--- src/rtl/sync_debouncer_if.sv ---
// Bundle of the debouncer's enable, input bus and result signals.
//   master : upstream side; drives en_i and data_synced_i, observes the results
//   slave  : debouncer side; consumes en_i and data_synced_i, drives
//            data_stable_o, rise_pulse_o, fall_pulse_o and busy_o
// DATA_WIDTH must match the DATA_WIDTH of the attached sync_debouncer.
interface sync_debouncer_if #(
  parameter int DATA_WIDTH = 1
);
  logic                  en_i;
  logic [DATA_WIDTH-1:0] data_synced_i;
  logic [DATA_WIDTH-1:0] data_stable_o;
  logic [DATA_WIDTH-1:0] rise_pulse_o;
  logic [DATA_WIDTH-1:0] fall_pulse_o;
  logic                  busy_o;

  modport master (
    output en_i, data_synced_i,
    input  data_stable_o, rise_pulse_o, fall_pulse_o, busy_o
  );

  modport slave (
    input  en_i, data_synced_i,
    output data_stable_o, rise_pulse_o, fall_pulse_o, busy_o
  );
endinterface

--- src/rtl/sync_debouncer.sv ---
// Per-bit debounce and edge detect for an already-synchronized bus.
// A bit of data_stable_o takes a new value only after data_synced_i has
// differed from it on DEBOUNCE_CYCLES consecutive enabled cycles; the
// accepting edge also raises a one-cycle rise or fall pulse for that bit.
//
// Ports:
//   clk_i  : clock, rising edge
//   rst_i  : synchronous active-high reset, dominates en_i and any count
//   bus    : sync_debouncer_if.slave
//              en_i          sample enable strobe
//              data_synced_i synchronized raw inputs
//              data_stable_o debounced levels (registered)
//              rise_pulse_o  accepted 0->1 change (registered, one cycle)
//              fall_pulse_o  accepted 1->0 change (registered, one cycle)
//              busy_o        some channel has a count in progress
//
// Per-channel states (implicit in the counter value):
//   state    | meaning
//   STABLE   | cnt == 0, input agrees with the stable level
//   COUNTING | cnt >  0, input has differed on cnt consecutive enabled samples
module sync_debouncer #(
  parameter int DLY             = 1,
  parameter int DATA_WIDTH      = 1,
  parameter int DEBOUNCE_CYCLES = 16,
  parameter int CNT_WIDTH       = 8,
  parameter int RESET_LEVEL     = 0
) (
  input logic            clk_i,
  input logic            rst_i,
  sync_debouncer_if.slave bus
);

  // DLY is accepted so existing instantiations keep elaborating; the
  // registers themselves are delay-free.
  if (DEBOUNCE_CYCLES < 1 || DEBOUNCE_CYCLES > (1 << CNT_WIDTH) - 1) begin : g_bad_cycles
    $error("sync_debouncer: DEBOUNCE_CYCLES out of range for CNT_WIDTH");
  end
  if (RESET_LEVEL != 0 && RESET_LEVEL != 1) begin : g_bad_level
    $error("sync_debouncer: RESET_LEVEL must be 0 or 1");
  end
  if (DLY < 0) begin : g_bad_dly
    $error("sync_debouncer: DLY must not be negative");
  end

  localparam logic [CNT_WIDTH-1:0]  CNT_LAST   = CNT_WIDTH'(DEBOUNCE_CYCLES - 1);
  localparam logic [DATA_WIDTH-1:0] STABLE_RST = (RESET_LEVEL != 0) ? '1 : '0;

  logic [CNT_WIDTH-1:0]  cnt [DATA_WIDTH];
  logic [DATA_WIDTH-1:0] stable;
  logic [DATA_WIDTH-1:0] rise;
  logic [DATA_WIDTH-1:0] fall;
  logic                  busy;

  always_ff @(posedge clk_i) begin
    if (rst_i) begin
      stable <= STABLE_RST;
      rise   <= '0;
      fall   <= '0;
      for (int i = 0; i < DATA_WIDTH; i++) begin
        cnt[i] <= '0;
      end
    end else begin
      // Pulses default low every clock, so a disabled cycle right after an
      // acceptance still ends the pulse.
      rise <= '0;
      fall <= '0;
      if (bus.en_i) begin
        for (int i = 0; i < DATA_WIDTH; i++) begin
          if (bus.data_synced_i[i] == stable[i]) begin
            cnt[i] <= '0;
          end else if (cnt[i] == CNT_LAST) begin
            stable[i] <= bus.data_synced_i[i];
            rise[i]   <= bus.data_synced_i[i];
            fall[i]   <= ~bus.data_synced_i[i];
            cnt[i]    <= '0;
          end else begin
            cnt[i] <= cnt[i] + CNT_WIDTH'(1);
          end
        end
      end
    end
  end

  always_comb begin
    busy = 1'b0;
    for (int i = 0; i < DATA_WIDTH; i++) begin
      if (cnt[i] != '0) busy = 1'b1;
    end
  end

  assign bus.data_stable_o = stable;
  assign bus.rise_pulse_o  = rise;
  assign bus.fall_pulse_o  = fall;
  assign bus.busy_o        = busy;

endmodule

--- src/flat_wrapper.sv ---
// flat-port wrapper written by rule: the top's interface ports become plain ports
module sync_debouncer_flat 
#(
  parameter int DLY             = 1,
  parameter int DATA_WIDTH      = 1,
  parameter int DEBOUNCE_CYCLES = 16,
  parameter int CNT_WIDTH       = 8,
  parameter int RESET_LEVEL     = 0
)
  (clk_i, rst_i, bus_en_i, bus_data_synced_i, bus_data_stable_o, bus_rise_pulse_o, bus_fall_pulse_o, bus_busy_o);
  sync_debouncer_if #(.DATA_WIDTH(DATA_WIDTH)) bus_i ();
  input logic clk_i;
  input logic rst_i;
  input wire logic [$bits(bus_i.en_i)-1:0] bus_en_i;
  input wire logic [$bits(bus_i.data_synced_i)-1:0] bus_data_synced_i;
  output wire logic [$bits(bus_i.data_stable_o)-1:0] bus_data_stable_o;
  output wire logic [$bits(bus_i.rise_pulse_o)-1:0] bus_rise_pulse_o;
  output wire logic [$bits(bus_i.fall_pulse_o)-1:0] bus_fall_pulse_o;
  output wire logic [$bits(bus_i.busy_o)-1:0] bus_busy_o;
  assign bus_i.en_i = bus_en_i;
  assign bus_i.data_synced_i = bus_data_synced_i;
  assign bus_data_stable_o = bus_i.data_stable_o;
  assign bus_rise_pulse_o = bus_i.rise_pulse_o;
  assign bus_fall_pulse_o = bus_i.fall_pulse_o;
  assign bus_busy_o = bus_i.busy_o;
  sync_debouncer #(.DLY(DLY), .DATA_WIDTH(DATA_WIDTH), .DEBOUNCE_CYCLES(DEBOUNCE_CYCLES), .CNT_WIDTH(CNT_WIDTH), .RESET_LEVEL(RESET_LEVEL)) u_core (.clk_i(clk_i), .rst_i(rst_i), .bus(bus_i));
endmodule
--- config.mk ---
export PLATFORM = sky130hd
export DESIGN_NAME = sync_debouncer_flat
export DESIGN_NICKNAME = d
export VERILOG_FILES = /design/src/rtl/sync_debouncer_if.sv /design/src/rtl/sync_debouncer.sv /design/src/flat_wrapper.sv
export SDC_FILE = /design/constraint.sdc
export NUM_CORES = 1
export LEC_CHECK = 0
export CORE_AREA = 2 2 39 41
export DETAILED_ROUTE_END_ITERATION = 8
export DIE_AREA = 0 0 41 43
export PLACE_DENSITY = 0.76
export SLEW_MARGIN = 10
export SYNTH_ARGS = -nofsm -noshare
export SYNTH_HDL_FRONTEND = slang
export SYNTH_SLANG_ARGS = --single-unit
--- constraint.sdc ---
create_clock -name clk_i -period 2.2 [get_ports clk_i]
set_clock_uncertainty 0.1 [all_clocks]
set_input_delay 0.44 -clock clk_i [delete_from_list [all_inputs] [get_ports clk_i]]
set_output_delay 0.44 -clock clk_i [all_outputs]
set_load 0.05 [all_outputs]
==> out/qor.log <==
[grt] GR Layer Usage met3 9.42%
[worst_setup_path] element type at the critical path start register
[placement] HPWL reported at the end of detailed placement 743 um
[run] number of violations of the max-capacitance limit 0
[worst_setup_path] delay of the slowest cell on the worst path 0.48 ns
[routing] First-pass DRT Iterations 4
[worst_setup_path] ordered list of cells on the worst path nor4_2 > nand3_1 > buf_4
[placement] routability congestion estimate from global placement 0.762
[power_and_ir_drop] relative contribution of combinational cells to total power 10.5%
[synthesis] cell count after synthesis 57
[synthesis] cell types with the largest area share after synthesis sky130_fd_sc_hd__edfxtp_1 41%, sky130_fd_sc_hd__dfxtp_1 10%, sky130_fd_sc_hd__ha_1 4.3%
[finish] final-stage net count 75
[synthesis] number of nets in the synthesized netlist 63
[min_path] class of the worst hold path reg -> reg
[finish] area growth from synthesis to layout 21.0%
[clock_tree] CTS max path bufs 2
[grt] maximum number of pins on one net before global-route repair 10
[floorplanning] top-level I/O count 8
[clock_tree] clock transition at the registers of the reported paths 0.08 ns
[power_and_ir_drop] Sw Ratio 25.7%
[routing] per-cell via count in the routed design 5.40
[grt] grt met1 use 19.6%
[timing] Pins Over Slew Limit 0
[finish] commonest non-fill, non-tap cells in the layout 8 x sky130_fd_sc_hd__edfxtp_1, 6 x sky130_fd_sc_hd__inv_1, 6 x sky130_fd_sc_hd__clkdlybuf4s50_1
[synthesis] synthesized cell area 579 um2
[floorplanning] Die Outline Area 1760 um2
[finish] fill cell total of the finished layout 119
[floorplanning] Std-Cell Rows 14
[power_and_ir_drop] PwrDens 613 nW/um2
[grt] first-pass GRT wire length 1.68 mm
[grt] number of antenna violations at the first check in global routing 0
[synthesis] Yosys warning total 0
[worst_setup_path] kind of capture point of the worst setup path output pin
[routing] mean routed wirelength per cell 12.6 um
[placement] number of buffers inserted by port buffering 7
[power_and_ir_drop] sequential fraction of design power 56.8%
[timing] unrepaired setup endpoints after global routing no
[clock_tree] # hold bufs at CTS 0
[power_and_ir_drop] total power 429 uW
[clock_tree] maximum level of the CTS H-tree 1
[synthesis] distinct cell type count of the synthesized netlist 27
[power_and_ir_drop] worst IR drop on VDD 0.000317 V
[clock_tree] clock sinks 11
[clock_tree] clk root buf sky130_fd_sc_hd__clkbuf_4
[status] outcome finished, final reports clean
[finish] fraction of final layout cells sized beyond drive strength 1 13.2%
[power_and_ir_drop] clock group share of total power 32.7%
[worst_setup_path] number of buffers and inverters on the critical path 1
[synthesis] Synth Register Bits 11
[timing] Worst Setup Slack, final 0.164 ns
[routing] post-route ant nets 0
[finish] diodes inserted 0
[floorplanning] initial standard-cell utilization of the core 41.9%
[timing] slew margin rel. 67.2%
[clock_tree] CTS buffer count 3
[worst_setup_path] kind of cell with the highest combined delay on the critical path simple AND/OR/NAND/NOR gates
[synthesis] sequential share of the synthesized area 51.8%
[floorplanning] Chip Width 41 um
[placement] pre-CTS setup slack 0.317 ns
[grt] number of global-route vias before repair 401
[worst_setup_path] Worst Path Class, Setup reg -> out
[timing] timing-limited maximum frequency 0.491 GHz
[clock_tree] CTS tree done
[timing] min Tclk post-route 2.04 ns
[synthesis] cell type contributing the most total cell area after synthesis sky130_fd_sc_hd__edfxtp_1
[floorplanning] core area 1380 um2
[power_and_ir_drop] Net Sw Power 110 uW
[timing] final count of negative-setup-slack endpoints 0
[synthesis] synthesized area per cell 10.2 um2
[timing] Sum Neg Setup Slack 0 ns
[clock_tree] worst skew pair latency 0.27 ns
[grt] combined global-route utilization of all metal layers 14.5%
[timing] crit share post-route 92.5%
[timing] slew at the pin with the worst max-slew slack 0.491 ns
[routing] WL final 1.06 mm
[routing] total via count after detailed routing 454
[grt] global-route congestion overflow total 0
[routing] DRC viols 0
[timing] final-report hold violation count 0
[worst_setup_path] CP max FO 7
[worst_setup_path] worst-path cell with the longest stage delay sky130_fd_sc_hd__edfxtp_1
[routing] Starting DRT DRC Count 11
[power_and_ir_drop] LEAKAGE 0.000243 uW
[synthesis] share of the synthesized area in the top cell type 41.5%
[grt] met2 Use GR 18.8%
[grt] GR peak layer met1
[power_and_ir_drop] Cell Int Power 319 uW
[finish] footprint of the flip-flops and latches 300 um2
[finish] multi-input gate area in the final layout 263 um2
[finish] commonest non-fill, non-tap cell in the layout sky130_fd_sc_hd__edfxtp_1
[worst_setup_path] endpoint arrival time on the critical path 1.50 ns
[floorplanning] vertical die dimension 43 um
[worst_setup_path] Req. time, crit path 1.66 ns
power by group through the flow:
stage | registers (uW) | logic [uW] | clock network [uW]
2_1_floorplan | 245 | 30.3 | 0
3_3_place_gp | 247 | 43.6 | 0
3_5_place_dp | 248 | 44.2 | 0
4_1_cts | 243 | 44.5 | 147
5_1_grt | 245 | 50.0 | 157
6_report | 244 | 45.1 | 140
per-stage QoR:
stage	area (um2)	instances	util (%)	hold slack (ns)
4_1_cts	694	84	50.2	0.424
3_3_place_gp	667	80	48.2	0.418
6_report	701	84	50.6	0.418
5_1_grt	701	84	50.6	0.445
2_1_floorplan	579	57	-	0.409
3_5_place_dp	667	80	48.2	0.410
timing repair:
action	CTS	global route
setup buffers	0	0
gates resized for setup	0	1
setup endpoints to repair	0	1
cell type report:
cell class	instances	area share, %
Multi-Input combinational cell	40	37.5
Tap cell	16	2.86
Inverter	6	3.21
Timing Repair Buffer	7	9.64
Clock buffer	3	3.21
Sequential cell	11	42.9
Clock inverter	1	0.714
logic make-up after synthesis:
group / Yosys count / share of synthesized area [%]
buf+inv: 6 / 3.89
simple gates: 25 / 25.5
fa+ha+maj: 2 / 4.32
xor+xnor: 2 / 3.02
compound gates: 11 / 11.4
flops: 11 / 51.8
state kept, by name, indices dropped and copies added (netlist names):
register and flops:
u_core.bus.fall_pulse_o 1, u_core.bus.rise_pulse_o 1, u_core.bus.data_stable_o 1, u_core.cnt 8
worst min-delay path, stage by stage (launching register included):
cell,delay (ns)
sky130_fd_sc_hd__dfxtp_1,0.34
sky130_fd_sc_hd__o31ai_1,0.07
sky130_fd_sc_hd__a21oi_1,0.06
synth_stat cells, drive strengths merged:
| cell | instances |
|---|---|
| a211oi | 1 |
| a21oi | 4 |
| a221o | 1 |
| a31oi | 1 |
| and4 | 1 |
| dfxtp | 3 |
| edfxtp | 8 |
| ha | 2 |
| inv | 6 |
| nand2 | 3 |
| nand2b | 1 |
| nand3 | 3 |
| nand4 | 2 |
| nor2 | 3 |
| nor2b | 1 |
| nor3 | 1 |
| nor3b | 1 |
| nor4 | 2 |
| o21ai | 3 |
| o31ai | 1 |
| or2 | 1 |
| or3 | 4 |
| or4 | 2 |
| xnor2 | 1 |
| xor2 | 1 |
per-layer routing:
metal	routed length (um)	vias to the layer above
li1	-	236
met1	491	209
met2	498	9
met3	64	0
met4	0	0
met5	0	-
path summary, 6_finish.rpt:
kind / start / endpoint / slack, ns / cells past startpoint
min reg2reg: u_core.bus.data_stable_o$_SDFFE_PP0P_ / u_core.bus.data_stable_o$_SDFFE_PP0P_ / 0.42 / 2
min: u_core.bus.data_stable_o$_SDFFE_PP0P_ / u_core.bus.data_stable_o$_SDFFE_PP0P_ / 0.42 / 2
max: u_core.cnt[0][4]$_SDFFCE_PN0P_ / bus_busy_o / 0.16 / 3
max reg2reg: u_core.cnt[0][4]$_SDFFCE_PN0P_ / u_core.bus.data_stable_o$_SDFFE_PP0P_ / 0.33 / 3
Note: power is estimated with default switching activity, not from simulation.
